$ cat config.mk
export PLATFORM = sky130hd
export DESIGN_NAME = proc_ctrl
export DESIGN_NICKNAME = d
export VERILOG_FILES = /design/src/rtl/proc_ctrl.sv
export SDC_FILE = /design/constraint.sdc
export NUM_CORES = 1
export LEC_CHECK = 0
export ABC_AREA = 1
export ABC_CLOCK_PERIOD_IN_PS = 1800
export BUFFER_PORTS_ARGS = -buffer_cell sky130_fd_sc_hd__buf_2
export CAP_MARGIN = 20
export CORE_MARGIN = 4
export CORE_UTILIZATION = 46
export DETAILED_ROUTE_END_ITERATION = 10
export GPL_TIMING_DRIVEN = 0
export PLACE_DENSITY = 0.8
export SLEW_MARGIN = 20
export SYNTH_ARGS = -nofsm -noshare
export SYNTH_HDL_FRONTEND = slang
export SYNTH_SLANG_ARGS = --single-unit
export TNS_END_PERCENT = 100
$ cat constraint.sdc
create_clock -name clk -period 1.8 [get_ports clk]
set_input_delay 0.36 -clock clk [delete_from_list [all_inputs] [get_ports clk]]
set_output_delay 0.36 -clock clk [all_outputs]
set_load 0.03 [all_outputs]
$ cat src/rtl/proc_ctrl.sv
// proc_ctrl: multi-cycle Moore control FSM for the 16-bit register datapath.
// Optional build macro PROC_CTRL_HALT_EN turns opcode 111 into a sticky halt.
module proc_ctrl #(
  parameter int DW   = 16,
  parameter int NREG = 8
) (
  input  logic            clk,
  input  logic            rst,
  input  logic            run,
  input  logic [DW-1:0]   din,
  output logic [NREG-1:0] r_en,
  output logic [NREG-1:0] r_out,
  output logic            din_out,
  output logic            g_out,
  output logic            a_en,
  output logic            g_en,
  output logic [1:0]      alu_op,
  output logic            done,
  output logic            busy,
  output logic            err
);

  // Extra encoding beyond T3 is reserved for the optional halt state.
  typedef enum logic [2:0] {
`ifdef PROC_CTRL_HALT_EN
    HALT = 3'd4,
`endif
    T0   = 3'd0,
    T1   = 3'd1,
    T2   = 3'd2,
    T3   = 3'd3
  } state_t;

  localparam logic [2:0] OP_MV  = 3'b000;
  localparam logic [2:0] OP_MVI = 3'b001;
  localparam logic [2:0] OP_ADD = 3'b010;
  localparam logic [2:0] OP_SUB = 3'b011;
  localparam logic [2:0] OP_AND = 3'b100;
`ifdef PROC_CTRL_HALT_EN
  localparam logic [2:0] OP_HLT = 3'b111;
`endif

  localparam logic [1:0] ALU_ADD = 2'b00;
  localparam logic [1:0] ALU_SUB = 2'b01;
  localparam logic [1:0] ALU_AND = 2'b10;

  state_t state;
  state_t nxt;

  logic [DW-1:0]   ir;
  logic [2:0]      opc;
  logic [2:0]      rx;
  logic [2:0]      ry;
  logic [NREG-1:0] rx_sel;
  logic [NREG-1:0] ry_sel;
  logic            is_mv;
  logic            is_mvi;
  logic            is_alu;
  logic            is_halt;
  logic [1:0]      op_sel;
  logic            unused_ir;

  assign opc = ir[DW-1 -: 3];
  assign rx  = ir[DW-4 -: 3];
  assign ry  = ir[DW-7 -: 3];

  assign unused_ir = ^ir[DW-10:0];

  assign rx_sel = NREG'(1) << rx;
  assign ry_sel = NREG'(1) << ry;

  // Classify the latched opcode; anything unclassified is illegal.
  always_comb begin
    is_mv   = 1'b0;
    is_mvi  = 1'b0;
    is_alu  = 1'b0;
    is_halt = 1'b0;
    op_sel  = ALU_ADD;
    unique case (opc)
      OP_MV:  is_mv  = 1'b1;
      OP_MVI: is_mvi = 1'b1;
      OP_ADD: begin
        is_alu = 1'b1;
        op_sel = ALU_ADD;
      end
      OP_SUB: begin
        is_alu = 1'b1;
        op_sel = ALU_SUB;
      end
      OP_AND: begin
        is_alu = 1'b1;
        op_sel = ALU_AND;
      end
`ifdef PROC_CTRL_HALT_EN
      OP_HLT: is_halt = 1'b1;
`endif
      default: ;
    endcase
  end

  // State register; reset forces T0 so all Moore outputs drop at once.
  always_ff @(posedge clk or posedge rst) begin
    if (rst) begin
      state <= T0;
    end else begin
      state <= nxt;
    end
  end

  // Instruction register: captured only on a run strobe in T0.
  always_ff @(posedge clk or posedge rst) begin
    if (rst) begin
      ir <= '0;
    end else if (state == T0 && run) begin
      ir <= din;
    end
  end

  // Next-state sequencing; run is only looked at in T0.
  always_comb begin
    nxt = state;
    unique case (state)
      T0: begin
        if (run) nxt = T1;
      end
      T1: begin
        nxt = T0;
        if (is_alu) nxt = T2;
`ifdef PROC_CTRL_HALT_EN
        if (is_halt) nxt = HALT;
`endif
      end
      T2: nxt = T3;
      T3: nxt = T0;
`ifdef PROC_CTRL_HALT_EN
      HALT: nxt = HALT;
`endif
      default: nxt = T0;
    endcase
  end

  // Moore output decode from state and latched instruction.
  always_comb begin
    r_en    = '0;
    r_out   = '0;
    din_out = 1'b0;
    g_out   = 1'b0;
    a_en    = 1'b0;
    g_en    = 1'b0;
    alu_op  = ALU_ADD;
    done    = 1'b0;
    err     = 1'b0;
    busy    = (state != T0);
    unique case (1'b1)
      (state == T0): ;
      (state == T1): begin
        unique case (1'b1)
          is_mv: begin
            r_out = ry_sel;
            r_en  = rx_sel;
            done  = 1'b1;
          end
          is_mvi: begin
            din_out = 1'b1;
            r_en    = rx_sel;
            done    = 1'b1;
          end
          is_alu: begin
            r_out = rx_sel;
            a_en  = 1'b1;
          end
          is_halt: begin
            done = 1'b1;
          end
          default: begin
            err  = 1'b1;
            done = 1'b1;
          end
        endcase
      end
      (state == T2): begin
        r_out  = ry_sel;
        g_en   = 1'b1;
        alu_op = op_sel;
      end
      (state == T3): begin
        g_out = 1'b1;
        r_en  = rx_sel;
        done  = 1'b1;
      end
      default: ;
    endcase
  end

`ifndef SYNTHESIS
  a_bus_excl: assert property (
    @(posedge clk) disable iff (rst)
    $countones({r_out, din_out, g_out}) <= 1
  );

  a_ren_1hot: assert property (
    @(posedge clk) disable iff (rst)
    $onehot0(r_en)
  );

  a_done_busy: assert property (
    @(posedge clk) disable iff (rst)
    done |-> busy
  );
`endif

endmodule

# Word-level counts from Yosys, hierarchy flattened
# Cells that the tools add are included.
dict set report totals {
  in_bits 19
  reg_bits 19
  out_inout_bits 25
}
dict set report op_classes {
  reduce_logical 7
  mux 22
  eq_ne 8
  n_shift 2
}
# operator n
set op_table {}
lappend op_table {{$pmux 8 s2} 3}
lappend op_table {{$shl 1x3->8 const A} 2}
lappend op_table {{$eq 3x2->1 const B} 4}
lappend op_table {{$mux 1} 12}
lappend op_table {{$pmux 3 s3} 1}
lappend op_table {{$mux 8} 1}
lappend op_table {{$eq 3x1->1 const B} 2}
lappend op_table {{$logic_not 3->1} 2}
lappend op_table {{$reduce_or 3->1} 2}
lappend op_table {{$mux 2} 2}
lappend op_table {{$pmux 2 s2} 1}
lappend op_table {{$eq 3x3->1 const B} 1}
lappend op_table {{$mux 3} 1}
lappend op_table {{$reduce_bool 3->1} 1}
lappend op_table {{$ne 2x2->1 const B} 1}
lappend op_table {{$pmux 1 s2} 1}
lappend op_table {{$reduce_or 2->1} 1}
lappend op_table {{$logic_and 1x1->1} 1}

# Longest topological paths before layout
dict set report depth {
  word_depth 6
  mapped_depth 7
}

# Worst setup path before layout
# Ideal clock, no wire load.
dict set report synth_timing {
  path_kind {reg2out}
  from {register state[0]}
  to {output alu_op[0]}
  required_ps 1440
  slack_ps -470
  arrival_time_ps 1910
  stages_incl_launch_ff 6
  cell_sequence {dfrtp_1 > inv_1 > ha_1 > clkbuf_1 > inv_1 > nor3_1}
}
dict set report synth_between {
  elab_chain_cells 2
}
# element line_no
set synth_rtl {}
lappend synth_rtl {{start: declaration} 47} ;# state_t state;
lappend synth_rtl {{start signal: assignment} 106} ;# state <= nxt;
lappend synth_rtl {{$eq 3x2->1} 181} ;# (state == T2): begin
lappend synth_rtl {{$mux 2} 154} ;# unique case (1'b1)
lappend synth_rtl {{end: declaration} 17} ;# output logic [1:0] alu_op,
# Every way passes these cells.

# Worst setup path in the final report
dict set report layout_timing {
  from {register ir[7]}
  to {output r_out[0]}
}
dict set report layout_between {
  elab_chain_cells 3
}
# element line_no
set layout_rtl {}
lappend layout_rtl {{start: declaration} 50} ;# logic [DW-1:0] ir;
lappend layout_rtl {{start signal: assignment} 115} ;# ir <= din;
lappend layout_rtl {{$shl 1x3->8 (*)} 70} ;# assign ry_sel = NREG'(1) << ry;
lappend layout_rtl {{$pmux 8 s2} 157} ;# unique case (1'b1)
lappend layout_rtl {{$pmux 8 s2 (*)} 154}
lappend layout_rtl {{end: declaration} 12} ;# output logic [NREG-1:0] r_out,
# Every way passes the cells marked *; elsewhere a longest branch is shown, timed or not.

==> flow_results.xml <==
<?xml version="1.0" encoding="UTF-8"?>
<metrics>
  <group name="global_routing">
    <metric name="grt_pass1_vias" unit="">1170</metric>
    <metric name="globalRouteTotalUtil" unit="%">24.6</metric>
    <metric name="grt_antenna_before_repair" unit="">0</metric>
    <metric name="grt_start_max_net_pins" unit="">12</metric>
    <metric name="global_route_wire_length_before_repair" unit="mm">5.11</metric>
    <metric name="globalRouteOverflowTotal" unit="">0</metric>
  </group>
  <group name="yosys">
    <metric name="yosys_warnings" unit="">0</metric>
    <metric name="yosys.area.top_type_share" unit="%">29.1</metric>
    <metric name="synth_area_leader_cell" unit="">dfrtp_1</metric>
    <metric name="avgSynthCellArea" unit="sq um">6.35</metric>
    <metric name="ys_top_cells_by_area" unit="">dfrtp_1 (29%), nand2_1 (19%), nor2_1 (9.5%)</metric>
    <metric name="yosysUniqueCellTypes" unit="">21</metric>
    <metric name="synth.cell_area" unit="sq um">946</metric>
    <metric name="mappedNetlistNets" unit="">172</metric>
    <metric name="syn-instance-count" unit="">149</metric>
    <metric name="number_of_storage_elements_in_the_synthesis_netlist" unit="">11</metric>
    <metric name="post_synthesis_sequential_area_ratio" unit="%">29.1</metric>
  </group>
  <group name="clock_network">
    <metric name="clock_pin_transition_on_the_worst_setup_and_hold_timing_paths" unit="ps">70</metric>
    <metric name="tritoncts" unit="">yes</metric>
    <metric name="cts_inserted_buffers" unit="">3</metric>
    <metric name="clockRootBuffer" unit="">clkbuf_4</metric>
    <metric name="clock_sinks" unit="">11</metric>
    <metric name="cts_htree_levels" unit="">1</metric>
    <metric name="max-clock-path-buffers" unit="">2</metric>
    <metric name="cts_hold_buffers" unit="">0</metric>
    <metric name="clk_latency" unit="ps">280</metric>
  </group>
  <group name="die">
    <metric name="die_h" unit="um">53.3</metric>
    <metric name="row_count" unit="">16</metric>
    <metric name="design.die.area" unit="sq um">2850</metric>
    <metric name="floorplan.die.width" unit="um">53.3</metric>
    <metric name="floorplan.initialDensity" unit="%">48.2</metric>
    <metric name="design.core.area" unit="sq um">1960</metric>
    <metric name="pin_count" unit="">44</metric>
  </group>
  <group name="sta">
    <metric name="final.setup.tns" unit="ps">-2760</metric>
    <metric name="timing.final.hold_violations" unit="">0</metric>
    <metric name="finalMaxSlewViolations" unit="">0</metric>
    <metric name="post-route-worst-setup-slack" unit="ps">-225</metric>
    <metric name="rsz0062_at_grt" unit="">true</metric>
    <metric name="slew_headroom" unit="%">70.4</metric>
    <metric name="finalClockSkew" unit="ps">2.97</metric>
    <metric name="finalCritPeriodShare" unit="%">113</metric>
    <metric name="max_freq" unit="MHz">494</metric>
    <metric name="finalCriticalPeriod" unit="ps">2030</metric>
    <metric name="worstMarginPinSlew" unit="ps">443</metric>
    <metric name="count_of_endpoints_failing_setup_in_the_final_report" unit="">20</metric>
  </group>
  <group name="routing">
    <metric name="remaining_design_rule_violation_count" unit="">0</metric>
    <metric name="wirelength" unit="mm">4.06</metric>
    <metric name="avgRoutedWirePerCell" unit="um">16.8</metric>
    <metric name="initialDrtViolationCount" unit="">54</metric>
    <metric name="viasPerCell" unit="">5.56</metric>
    <metric name="first_pass_iters" unit="">4</metric>
    <metric name="dr_total_vias" unit="">1340</metric>
    <metric name="antenna_left" unit="">0</metric>
  </group>
  <group name="worst_setup_path">
    <metric name="worst_setup_path_end_kind" unit="">output pin</metric>
    <metric name="cp_num_buf_inv" unit="">1</metric>
    <metric name="timing.critical_path.arrival" unit="ps">1670</metric>
    <metric name="critical_path.slowest_cell" unit="">dfrtp_1</metric>
    <metric name="critPathTopFamily" unit="">simple AND/OR/NAND/NOR gates</metric>
    <metric name="worstSetupPathType" unit="">flip-flop to output pin</metric>
    <metric name="critPathMostFrequentCell" unit="">nand2_1</metric>
    <metric name="timing.critical_path.fanout_max" unit="">5</metric>
    <metric name="cpPeakStageDelay" unit="ps">440</metric>
    <metric name="timing.critical_path.from_type" unit="">flip-flop</metric>
    <metric name="critPathRequiredTime" unit="ps">1440</metric>
    <metric name="cp_cell_sequence" unit="">nor3_1 &gt; nand2_1 &gt; nand2_1 &gt; nand2_2 &gt; a21oi_4 &gt; buf_6</metric>
  </group>
  <group name="power">
    <metric name="power.ir.vdd_worst" unit="uV">1450</metric>
    <metric name="power.density_cell_area" unit="nW/um^2">1730</metric>
    <metric name="net_switching_power" unit="W">0.00169</metric>
    <metric name="power.leakage" unit="nW">0.821</metric>
    <metric name="internal_power" unit="W">0.00142</metric>
    <metric name="power.share.sequential" unit="%">18.3</metric>
    <metric name="swShare" unit="%">54.5</metric>
    <metric name="combinationalPowerShare" unit="%">75.9</metric>
    <metric name="finalPower" unit="W">0.00311</metric>
    <metric name="clockPowerShare" unit="%">5.8</metric>
  </group>
  <group name="hold_path">
    <metric name="min-delay-path-class" unit="">primary input to asynchronous set/reset pin</metric>
  </group>
  <group name="run">
    <metric name="drv_cap" unit="">0</metric>
  </group>
  <group name="placed_design">
    <metric name="dp_hpwl" unit="mm">2.07</metric>
    <metric name="io_buf_count" unit="">36</metric>
    <metric name="gpl.final_weighted_congestion" unit="">0.808</metric>
  </group>
  <group name="run_status">
    <metric name="violations" unit="">negative setup slack</metric>
    <metric name="status" unit="">finished, violations left</metric>
  </group>
  <group name="finish">
    <metric name="area_delta_synth_final" unit="%">89.4</metric>
    <metric name="final_layout_size_suffix_gt1_share" unit="%">56.1</metric>
    <metric name="nets" unit="">238</metric>
    <metric name="n_antenna_cell" unit="">0</metric>
  </group>
</metrics>
-- power by group through the flow --
stage | sequential (W) | clock (W) | combinational [W]
2_1_floorplan | 0.000504 | 0 | 0.00111
3_3_place_gp | 0.000529 | 0 | 0.00134
3_5_place_dp | 0.000537 | 0 | 0.00139
4_1_cts | 0.000548 | 0.000174 | 0.00185
5_1_grt | 0.000575 | 0.000190 | 0.00252
6_report | 0.000569 | 0.000179 | 0.00236
-- layout make-up --
class                      instances  area, sq um
fill                              79          170
buffer                             4         41.3
tap                               27         33.8
sequential                        11          283
multi-input combinational        120          838
clock buffer                       4         26.3
timing repair buffer              60          499
inverter                          15         70.1
-- path summary, 6_finish.rpt --
path / start / to / slack, ps / depth (start not counted)
worst min-delay path: rst / ir[8] / 80 / 2
worst min register to register: ir[11] / ir[11] / 660 / 2
worst max register to register: state[0] / ir[12] / 300 / 6
max in group asynchronous: rst / ir[11] / 1390 / 2
worst max-delay path: ir[7] / r_out[0] / -230 / 6
min in group clk: din[14] / ir[14] / 310 / 2
-- what timing repair did --
item / 4_1_cts / 5_1_grt
pin swaps: 6 / 9
endpoints found under the setup margin: 22 / 22
gates cloned: 2 / 0
buffers inserted: 10 / 13
resized for setup: 59 / 30
-- per-stage QoR --
stage / hold WS [ps] / util (%) / instances / area (sq um) / setup WS (ps)
3_3_place_gp: 359 / 64.9 / 212 / 1270 / -122
6_report: 76.1 / 91.3 / 241 / 1790 / -225
2_1_floorplan: 212 / - / 149 / 1060 / -346
5_1_grt: 117 / 91.3 / 241 / 1790 / -304
3_5_place_dp: 373 / 64.9 / 212 / 1270 / -162
4_1_cts: 79.8 / 81.1 / 228 / 1590 / -127
-- cell usage after synthesis, drive strengths merged --
cell type,instances
a22oi,1
nor3,13
mux2,1
nor4,3
o21bai,1
a21oi,18
nor2,25
o21ai,1
dfrtp,11
inv,15
ha,4
buf,2
nand2,52
clkbuf,2
-- logic make-up after synthesis --
group	synth area share, %
flops	29.1
simple gates	42.7
mux	1.19
fa+ha+maj	5.29
compound gates	12.8
buf+inv	8.86
-- placed cells by master (no fill, tap or decap), types with 5 or more instances in the layout --
cell type,Yosys,routed
nor2_1,24,23
buf_2,2,15
a21oi_4,1,9
dfrtp_2,0,6
a21oi_1,17,8
nor3_1,12,6
inv_1,14,9
buf_6,0,17
dfrtp_1,11,5
nor3_2,0,5
buf_4,0,27
nand2_2,1,10
nand2_1,49,39
-- registers in the layout, summed over array words and instances (netlist names) --
name and count:
ir 9, state 2
-- per-layer routing --
layer / track usage [%] / part of all wire (%) / vias up
met5: 0 / 0 / -
met4: 10.6 / 5.3 / 0
met3: 4.51 / 8.2 / 23
met2: 44.1 / 48 / 99
met1: 27.9 / 38 / 611
li1: - / - / 607
Power figures use the tool's default switching activity.
